==> config.mk <==
export PLATFORM = sky130hd
export DESIGN_NAME = vga_timing_gen_flat
export DESIGN_NICKNAME = d
export VERILOG_FILES = /design/src/rtl/vga_pkg.sv /design/src/rtl/vga_timing_gen_if.sv /design/src/rtl/vga_axis_counter.sv /design/src/rtl/vga_timing_gen.sv /design/src/flat_wrapper.sv
export SDC_FILE = /design/constraint.sdc
export NUM_CORES = 1
export LEC_CHECK = 0
export ABC_AREA = 1
export CAP_MARGIN = 20
export CORE_MARGIN = 4
export CORE_UTILIZATION = 55
export CTS_CLUSTER_DIAMETER = 100
export DETAILED_ROUTE_END_ITERATION = 12
export GPL_ROUTABILITY_DRIVEN = 1
export PLACE_DENSITY_LB_ADDON = 0.3
export SYNTH_ARGS = -nofsm -noshare
export SYNTH_HDL_FRONTEND = slang
export SYNTH_SLANG_ARGS = --single-unit
==> constraint.sdc <==
create_clock -name vga_clk -period 1.6 [get_ports vga_clk]
set_input_delay 0.48 -clock vga_clk [delete_from_list [all_inputs] [get_ports vga_clk]]
set_output_delay 0.48 -clock vga_clk [all_outputs]
set_load 0.1 [all_outputs]
==> src/rtl/vga_pkg.sv <==
// rtl/vga_pkg.sv - shared VGA timing defaults, coordinate types and output bundle
package vga_pkg;

  localparam int COORD_W = 10;
  localparam int FRAME_W = 16;

  typedef logic [COORD_W-1:0] coord_t;
  typedef logic [FRAME_W-1:0] frame_cnt_t;

  localparam int H_VISIBLE_DEF = 640;
  localparam int H_FRONT_DEF   = 16;
  localparam int H_SYNC_DEF    = 96;
  localparam int H_BACK_DEF    = 48;
  localparam int V_VISIBLE_DEF = 480;
  localparam int V_FRONT_DEF   = 10;
  localparam int V_SYNC_DEF    = 2;
  localparam int V_BACK_DEF    = 33;

  typedef struct packed {
    logic       hs;
    logic       vs;
    logic       blank;
    logic       line_start;
    logic       frame_start;
    coord_t     draw_x;
    coord_t     draw_y;
    frame_cnt_t frame_count;
  } vga_out_t;

  localparam vga_out_t VGA_OUT_RESET = '{
    hs:          1'b1,
    vs:          1'b1,
    blank:       1'b0,
    line_start:  1'b0,
    frame_start: 1'b0,
    draw_x:      '0,
    draw_y:      '0,
    frame_count: '0
  };

  // Inclusive window test; an empty window (hi < lo) never matches.
  function automatic logic in_window(coord_t c, int lo, int hi);
    return (int'(c) >= lo) && (int'(c) <= hi);
  endfunction

endpackage

==> src/rtl/vga_timing_gen_if.sv <==
// rtl/vga_timing_gen_if.sv - video timing bundle from generator to pixel pipeline
interface vga_timing_gen_if;

  logic                hs;
  logic                vs;
  logic                blank;
  vga_pkg::coord_t     DrawX;
  vga_pkg::coord_t     DrawY;
  logic                line_start;
  logic                frame_start;
  vga_pkg::frame_cnt_t frame_count;

  modport master (
    output hs, vs, blank, DrawX, DrawY, line_start, frame_start, frame_count
  );

  modport slave (
    input  hs, vs, blank, DrawX, DrawY, line_start, frame_start, frame_count
  );

endinterface

==> src/rtl/vga_axis_counter.sv <==
// rtl/vga_axis_counter.sv - one timing axis: wrapping position counter plus sync/visible decode
module vga_axis_counter
  import vga_pkg::*;
#(
  parameter int VISIBLE = H_VISIBLE_DEF,
  parameter int FRONT   = H_FRONT_DEF,
  parameter int SYNC    = H_SYNC_DEF,
  parameter int BACK    = H_BACK_DEF
) (
  input  logic   clk_i,
  input  logic   rst_ni,
  input  logic   en_i,
  output coord_t count_o,
  output logic   first_o,
  output logic   last_o,
  output logic   sync_n_o,
  output logic   visible_o
);

  localparam int TOTAL   = VISIBLE + FRONT + SYNC + BACK;
  localparam int SYNC_LO = VISIBLE + FRONT;
  localparam int SYNC_HI = VISIBLE + FRONT + SYNC - 1;

  coord_t count_q;
  coord_t count_d;

  always_comb begin
    count_d = count_q;
    if (en_i) begin
      count_d = last_o ? '0 : count_q + coord_t'(1);
    end
  end

  always_ff @(posedge clk_i) begin
    if (!rst_ni) begin
      count_q <= '0;
    end else begin
      count_q <= count_d;
    end
  end

  assign count_o   = count_q;
  assign first_o   = (count_q == '0);
  assign last_o    = (count_q == coord_t'(TOTAL - 1));
  assign sync_n_o  = !in_window(count_q, SYNC_LO, SYNC_HI);
  assign visible_o = (int'(count_q) < VISIBLE);

endmodule

==> src/rtl/vga_timing_gen.sv <==
// rtl/vga_timing_gen.sv - VGA raster timing generator with registered, mutually aligned outputs
module vga_timing_gen
  import vga_pkg::*;
#(
  parameter int H_VISIBLE = H_VISIBLE_DEF,
  parameter int H_FRONT   = H_FRONT_DEF,
  parameter int H_SYNC    = H_SYNC_DEF,
  parameter int H_BACK    = H_BACK_DEF,
  parameter int V_VISIBLE = V_VISIBLE_DEF,
  parameter int V_FRONT   = V_FRONT_DEF,
  parameter int V_SYNC    = V_SYNC_DEF,
  parameter int V_BACK    = V_BACK_DEF
) (
  input  logic              vga_clk,
  input  logic              reset_n,
  input  logic              pix_en,
  vga_timing_gen_if.master  vga
);

  coord_t     hc;
  coord_t     vc;
  logic       h_first;
  logic       h_last;
  logic       h_sync_n;
  logic       h_vis;
  logic       v_first;
  logic       v_last;
  logic       v_sync_n;
  logic       v_vis;
  logic       v_adv;
  frame_cnt_t frame_cnt_q;
  frame_cnt_t frame_cnt_d;
  vga_out_t   out_q;
  vga_out_t   out_d;

  assign v_adv = pix_en & h_last;

  vga_axis_counter #(
    .VISIBLE (H_VISIBLE),
    .FRONT   (H_FRONT),
    .SYNC    (H_SYNC),
    .BACK    (H_BACK)
  ) u_h_axis (
    .clk_i     (vga_clk),
    .rst_ni    (reset_n),
    .en_i      (pix_en),
    .count_o   (hc),
    .first_o   (h_first),
    .last_o    (h_last),
    .sync_n_o  (h_sync_n),
    .visible_o (h_vis)
  );

  vga_axis_counter #(
    .VISIBLE (V_VISIBLE),
    .FRONT   (V_FRONT),
    .SYNC    (V_SYNC),
    .BACK    (V_BACK)
  ) u_v_axis (
    .clk_i     (vga_clk),
    .rst_ni    (reset_n),
    .en_i      (v_adv),
    .count_o   (vc),
    .first_o   (v_first),
    .last_o    (v_last),
    .sync_n_o  (v_sync_n),
    .visible_o (v_vis)
  );

  // Counts frame completions at the counter wrap; the output stage picks it up
  // on the next enabled cycle so it lines up with frame_start of the new frame.
  always_comb begin
    frame_cnt_d = frame_cnt_q;
    if (v_adv && v_last) begin
      frame_cnt_d = frame_cnt_q + frame_cnt_t'(1);
    end
  end

  always_comb begin
    out_d = out_q;
    if (pix_en) begin
      out_d.hs          = h_sync_n;
      out_d.vs          = v_sync_n;
      out_d.blank       = h_vis & v_vis;
      out_d.line_start  = h_first;
      out_d.frame_start = h_first & v_first;
      out_d.draw_x      = hc;
      out_d.draw_y      = vc;
      out_d.frame_count = frame_cnt_q;
    end
  end

  always_ff @(posedge vga_clk) begin
    if (!reset_n) begin
      frame_cnt_q <= '0;
      out_q       <= VGA_OUT_RESET;
    end else begin
      frame_cnt_q <= frame_cnt_d;
      out_q       <= out_d;
    end
  end

  assign vga.hs          = out_q.hs;
  assign vga.vs          = out_q.vs;
  assign vga.blank       = out_q.blank;
  assign vga.line_start  = out_q.line_start;
  assign vga.frame_start = out_q.frame_start;
  assign vga.DrawX       = out_q.draw_x;
  assign vga.DrawY       = out_q.draw_y;
  assign vga.frame_count = out_q.frame_count;

endmodule

==> src/flat_wrapper.sv <==
// flat-port wrapper written by rule: the top's interface ports become plain ports
module vga_timing_gen_flat import vga_pkg::*;
#(
  parameter int H_VISIBLE = H_VISIBLE_DEF,
  parameter int H_FRONT   = H_FRONT_DEF,
  parameter int H_SYNC    = H_SYNC_DEF,
  parameter int H_BACK    = H_BACK_DEF,
  parameter int V_VISIBLE = V_VISIBLE_DEF,
  parameter int V_FRONT   = V_FRONT_DEF,
  parameter int V_SYNC    = V_SYNC_DEF,
  parameter int V_BACK    = V_BACK_DEF
)
  (vga_clk, reset_n, pix_en, vga_hs, vga_vs, vga_blank, vga_DrawX, vga_DrawY, vga_line_start, vga_frame_start, vga_frame_count);
  vga_timing_gen_if vga_i ();
  input  logic vga_clk;
  input  logic reset_n;
  input  logic pix_en;
  output wire logic [$bits(vga_i.hs)-1:0] vga_hs;
  output wire logic [$bits(vga_i.vs)-1:0] vga_vs;
  output wire logic [$bits(vga_i.blank)-1:0] vga_blank;
  output wire logic [$bits(vga_i.DrawX)-1:0] vga_DrawX;
  output wire logic [$bits(vga_i.DrawY)-1:0] vga_DrawY;
  output wire logic [$bits(vga_i.line_start)-1:0] vga_line_start;
  output wire logic [$bits(vga_i.frame_start)-1:0] vga_frame_start;
  output wire logic [$bits(vga_i.frame_count)-1:0] vga_frame_count;
  assign vga_hs = vga_i.hs;
  assign vga_vs = vga_i.vs;
  assign vga_blank = vga_i.blank;
  assign vga_DrawX = vga_i.DrawX;
  assign vga_DrawY = vga_i.DrawY;
  assign vga_line_start = vga_i.line_start;
  assign vga_frame_start = vga_i.frame_start;
  assign vga_frame_count = vga_i.frame_count;
  vga_timing_gen #(.H_VISIBLE(H_VISIBLE), .H_FRONT(H_FRONT), .H_SYNC(H_SYNC), .H_BACK(H_BACK), .V_VISIBLE(V_VISIBLE), .V_FRONT(V_FRONT), .V_SYNC(V_SYNC), .V_BACK(V_BACK)) u_core (.vga_clk(vga_clk), .reset_n(reset_n), .pix_en(pix_en), .vga(vga_i));
endmodule
==> run summary <==
status -> complete, but fails checks
violated checks -> negative setup slack
clock-pin slew on the worst setup and hold paths -> 0.07 ns
kind of launch point of the worst setup path -> register
count of filler cells inserted in the layout -> 355
fraction of synthesis flops using an asynchronous set or reset pin -> 0%
Crit path required time -> 1.88 ns
maximum vdd drop -> 0.692 mV
clock tree from TritonCTS -> done
area overhead of the layout relative to synthesis -> 42.5%
Worst Hold Class -> in -> reg
final net count -> 564
wire length of the first global-routing pass -> 14900 um
post-cts hold buffer count -> 0
tightest hold margin -> 0.405 ns
EDFF count, synth -> 0
Syn. warnings -> 0
Post-Syn Nets -> 493
Netlist cell types -> 38
initial core utilization -> 58.0%
antenna violations before repair -> 0
number of hold-slack violations in the final timing report -> 0
clock period minus worst slack -> 1.61 ns
class of the most critical setup path -> reg -> reg
number of remaining DRC errors -> 0
actual transition at the worst max-transition pin -> 0.296 ns
Top Ports -> 44
most numerous cell on the critical path -> sky130_fd_sc_hd__nor2_4
full die area -> 0.00769 mm^2
Peak Freq -> 622 MHz
Post-synth top flop -> sky130_fd_sc_hd__dfxtp_1
endpoint arrival time on the critical path -> 1.89 ns
first-pass detailed-route iteration total -> 5
placement row count -> 28
Final Skew -> 0.00994 ns
CP endpoint kind -> register
Clk Latency, worst-skew pair -> 0.35 ns
critical path's top delay family -> simple AND/OR/NAND/NOR gates
number of levels the H-tree was split into -> 3
share of final-layout standard cells stronger than drive strength 1 -> 22.7%
Register-to-Register Path Depth -> 7
Pwr Density -> 902 mW/mm^2
total negative slack -> -0.0171 ns
initial DRC count -> 362
most common library cell in the layout ignoring fill and taps -> sky130_fd_sc_hd__nand2_1
critical path fanouts, max -> 7
area of combinational cells with multiple inputs -> 0.00180 mm^2
final wirelength -> 9790 um
HPWL Detailed -> 6650 um
global-route usage over all layers -> 24.7%
via count -> 3602
max-slew violation count -> 0
Antenna Diode Count -> 0
Syn Std Cell Area -> 0.00349 mm^2
wire length per cell -> 15.4 um
standard cell with the maximum stage delay on the critical path -> sky130_fd_sc_hd__dfxtp_2
Period Utilization, post-route -> 101%
sequential share of the synthesized area -> 44.1%
Sinks on Clock Net -> 77
combined flip-flop and latch cell area -> 0.00155 mm^2
vertical die dimension -> 87.7 um
most frequent cells in the layout -> sky130_fd_sc_hd__nand2_1, sky130_fd_sc_hd__dfxtp_1, sky130_fd_sc_hd__nor2_1
Bufs on Longest Clock Path -> 2
root buf cell -> sky130_fd_sc_hd__clkbuf_8
remaining global-route overflow -> 0
worst hold path stage count -> 2
Overall Power -> 0.00449 W
crit path setup slack, layout -> -0.00884 ns
count of cell instances traversed by the critical path -> 7
cells taking the most area after synthesis -> sky130_fd_sc_hd__dfxtp_1, sky130_fd_sc_hd__nand2_1, sky130_fd_sc_hd__nor2_1
cell count after synthesis -> 484
Num CTS Buffers -> 9
Buffers & Inverters on Critical Path -> 0
CP max stage delay -> 0.36 ns
maximum number of pins on one net before global-route repair -> 27
Finish-stage setup viols -> 3
Slew headroom -> 80.1%
number of flip-flops and latches in the synthesized netlist -> 77
post-synthesis average cell area -> 7.22 um^2
Std-Cell Core Area -> 0.00603 mm^2
via-per-instance ratio -> 5.68
sequence of cells on the critical path -> ha_4 > nand2_2 > nor2_4 > nand4_1 > nor2_4 > nand2_1 > a21oi_2
DRT antenna net count -> 0
leakage power figure -> 2.00 nW
Final Wtd Congestion -> 0.871
Chip Width -> 87.7 um
via count of the first global-routing pass -> 3322
dominant cell type by area after synthesis -> sky130_fd_sc_hd__dfxtp_1
area share of the leading cell type in the synthesized netlist -> 44.1%
max cap viols -> 0
IO buf count -> 43
final timing paths:
path                                      to                        from  slack [ns]
setup reg to reg       u_core.frame_cnt_q[1]  u_core.u_h_axis.count_o[1]      -0.009
hold reg to reg   u_core.vga.frame_count[15]      u_core.frame_cnt_q[15]        0.49
setup / recovery       u_core.frame_cnt_q[1]  u_core.u_h_axis.count_o[1]      -0.009
hold / removal           u_core.vga.DrawY[8]                      pix_en        0.41
layer usage:
layer  GRT usage [%]  vias up  part of all wire (%)
met2            40.1      205                    48
met5               0        -                     0
met1            31.6     1646                    41
met4            10.7        0                   3.0
met3            5.17       35                   8.9
li1                -     1716                     -
stage by stage:
step	utilization (%)	setup WS (ns)	std cells	area (um^2)
3_5_place_dp	76.0	-0.121	610	4580
5_1_grt	82.6	-0.0796	634	4970
2_1_floorplan	-	0.134	484	3490
6_report	82.6	-0.00884	634	4970
4_1_cts	79.7	0.00493	625	4800
3_3_place_gp	76.0	-0.0690	610	4580
cells by family (layout without fill, tap and decap cells):
| kind of cell | after synthesis | after routing | share of synthesized area [%] |
|---|---|---|---|
| AOI/OAI and AO/OA | 90 | 90 | 13.5 |
| adders and majority gates | 6 | 6 | 2.15 |
| xor gates and xnor gates | 7 | 7 | 1.76 |
| and+or+nand+nor | 238 | 241 | 30.6 |
| buffers and inverters | 66 | 138 | 7.81 |
| DFF | 77 | 77 | 44.1 |
area by class of cell:
type / count / area share [%]
Inverter: 47 / 3.57
Multi-Input combinational cell: 344 / 36.2
Tap cell: 75 / 1.89
Timing Repair Buffer: 76 / 22.8
Sequential cell: 77 / 31.1
Clock buffer: 12 / 3.12
Clock inverter: 3 / 1.38
state kept, by name, indices dropped and copies added (netlist names), 10 cells and up:
register and count:
u_core.u_v_axis.count_o 10, u_core.vga.DrawX 10, u_core.vga.frame_count 16, u_core.vga.DrawY 10
u_core.u_h_axis.count_o 10, u_core.frame_cnt_q 16
what timing repair did:
item,CTS,global route
resized for setup,0,25
endpoints found under the setup margin,0,26
setup buffers,0,6
where the power goes:
part | total (W) | switching [W] | internal [W]
logic | 0.000801 | 0.000520 | 0.000281
clock network | 0.00166 | 0.000697 | 0.000959
registers | 0.00203 | 0.0000591 | 0.00197
cells in the mapped netlist (4+ instances only):
cell type                  number
sky130_fd_sc_hd__nand2_1      105
sky130_fd_sc_hd__inv_1         43
sky130_fd_sc_hd__nand4_1        5
sky130_fd_sc_hd__xor2_1         7
sky130_fd_sc_hd__a211oi_1       4
sky130_fd_sc_hd__dfxtp_1       77
sky130_fd_sc_hd__nor2_1        72
sky130_fd_sc_hd__o21ai_0       37
sky130_fd_sc_hd__clkbuf_1       9
sky130_fd_sc_hd__ha_1           6
sky130_fd_sc_hd__nand3_1       27
sky130_fd_sc_hd__nor3_1         9
sky130_fd_sc_hd__a21oi_1       43
Power figures use the tool's default switching activity.
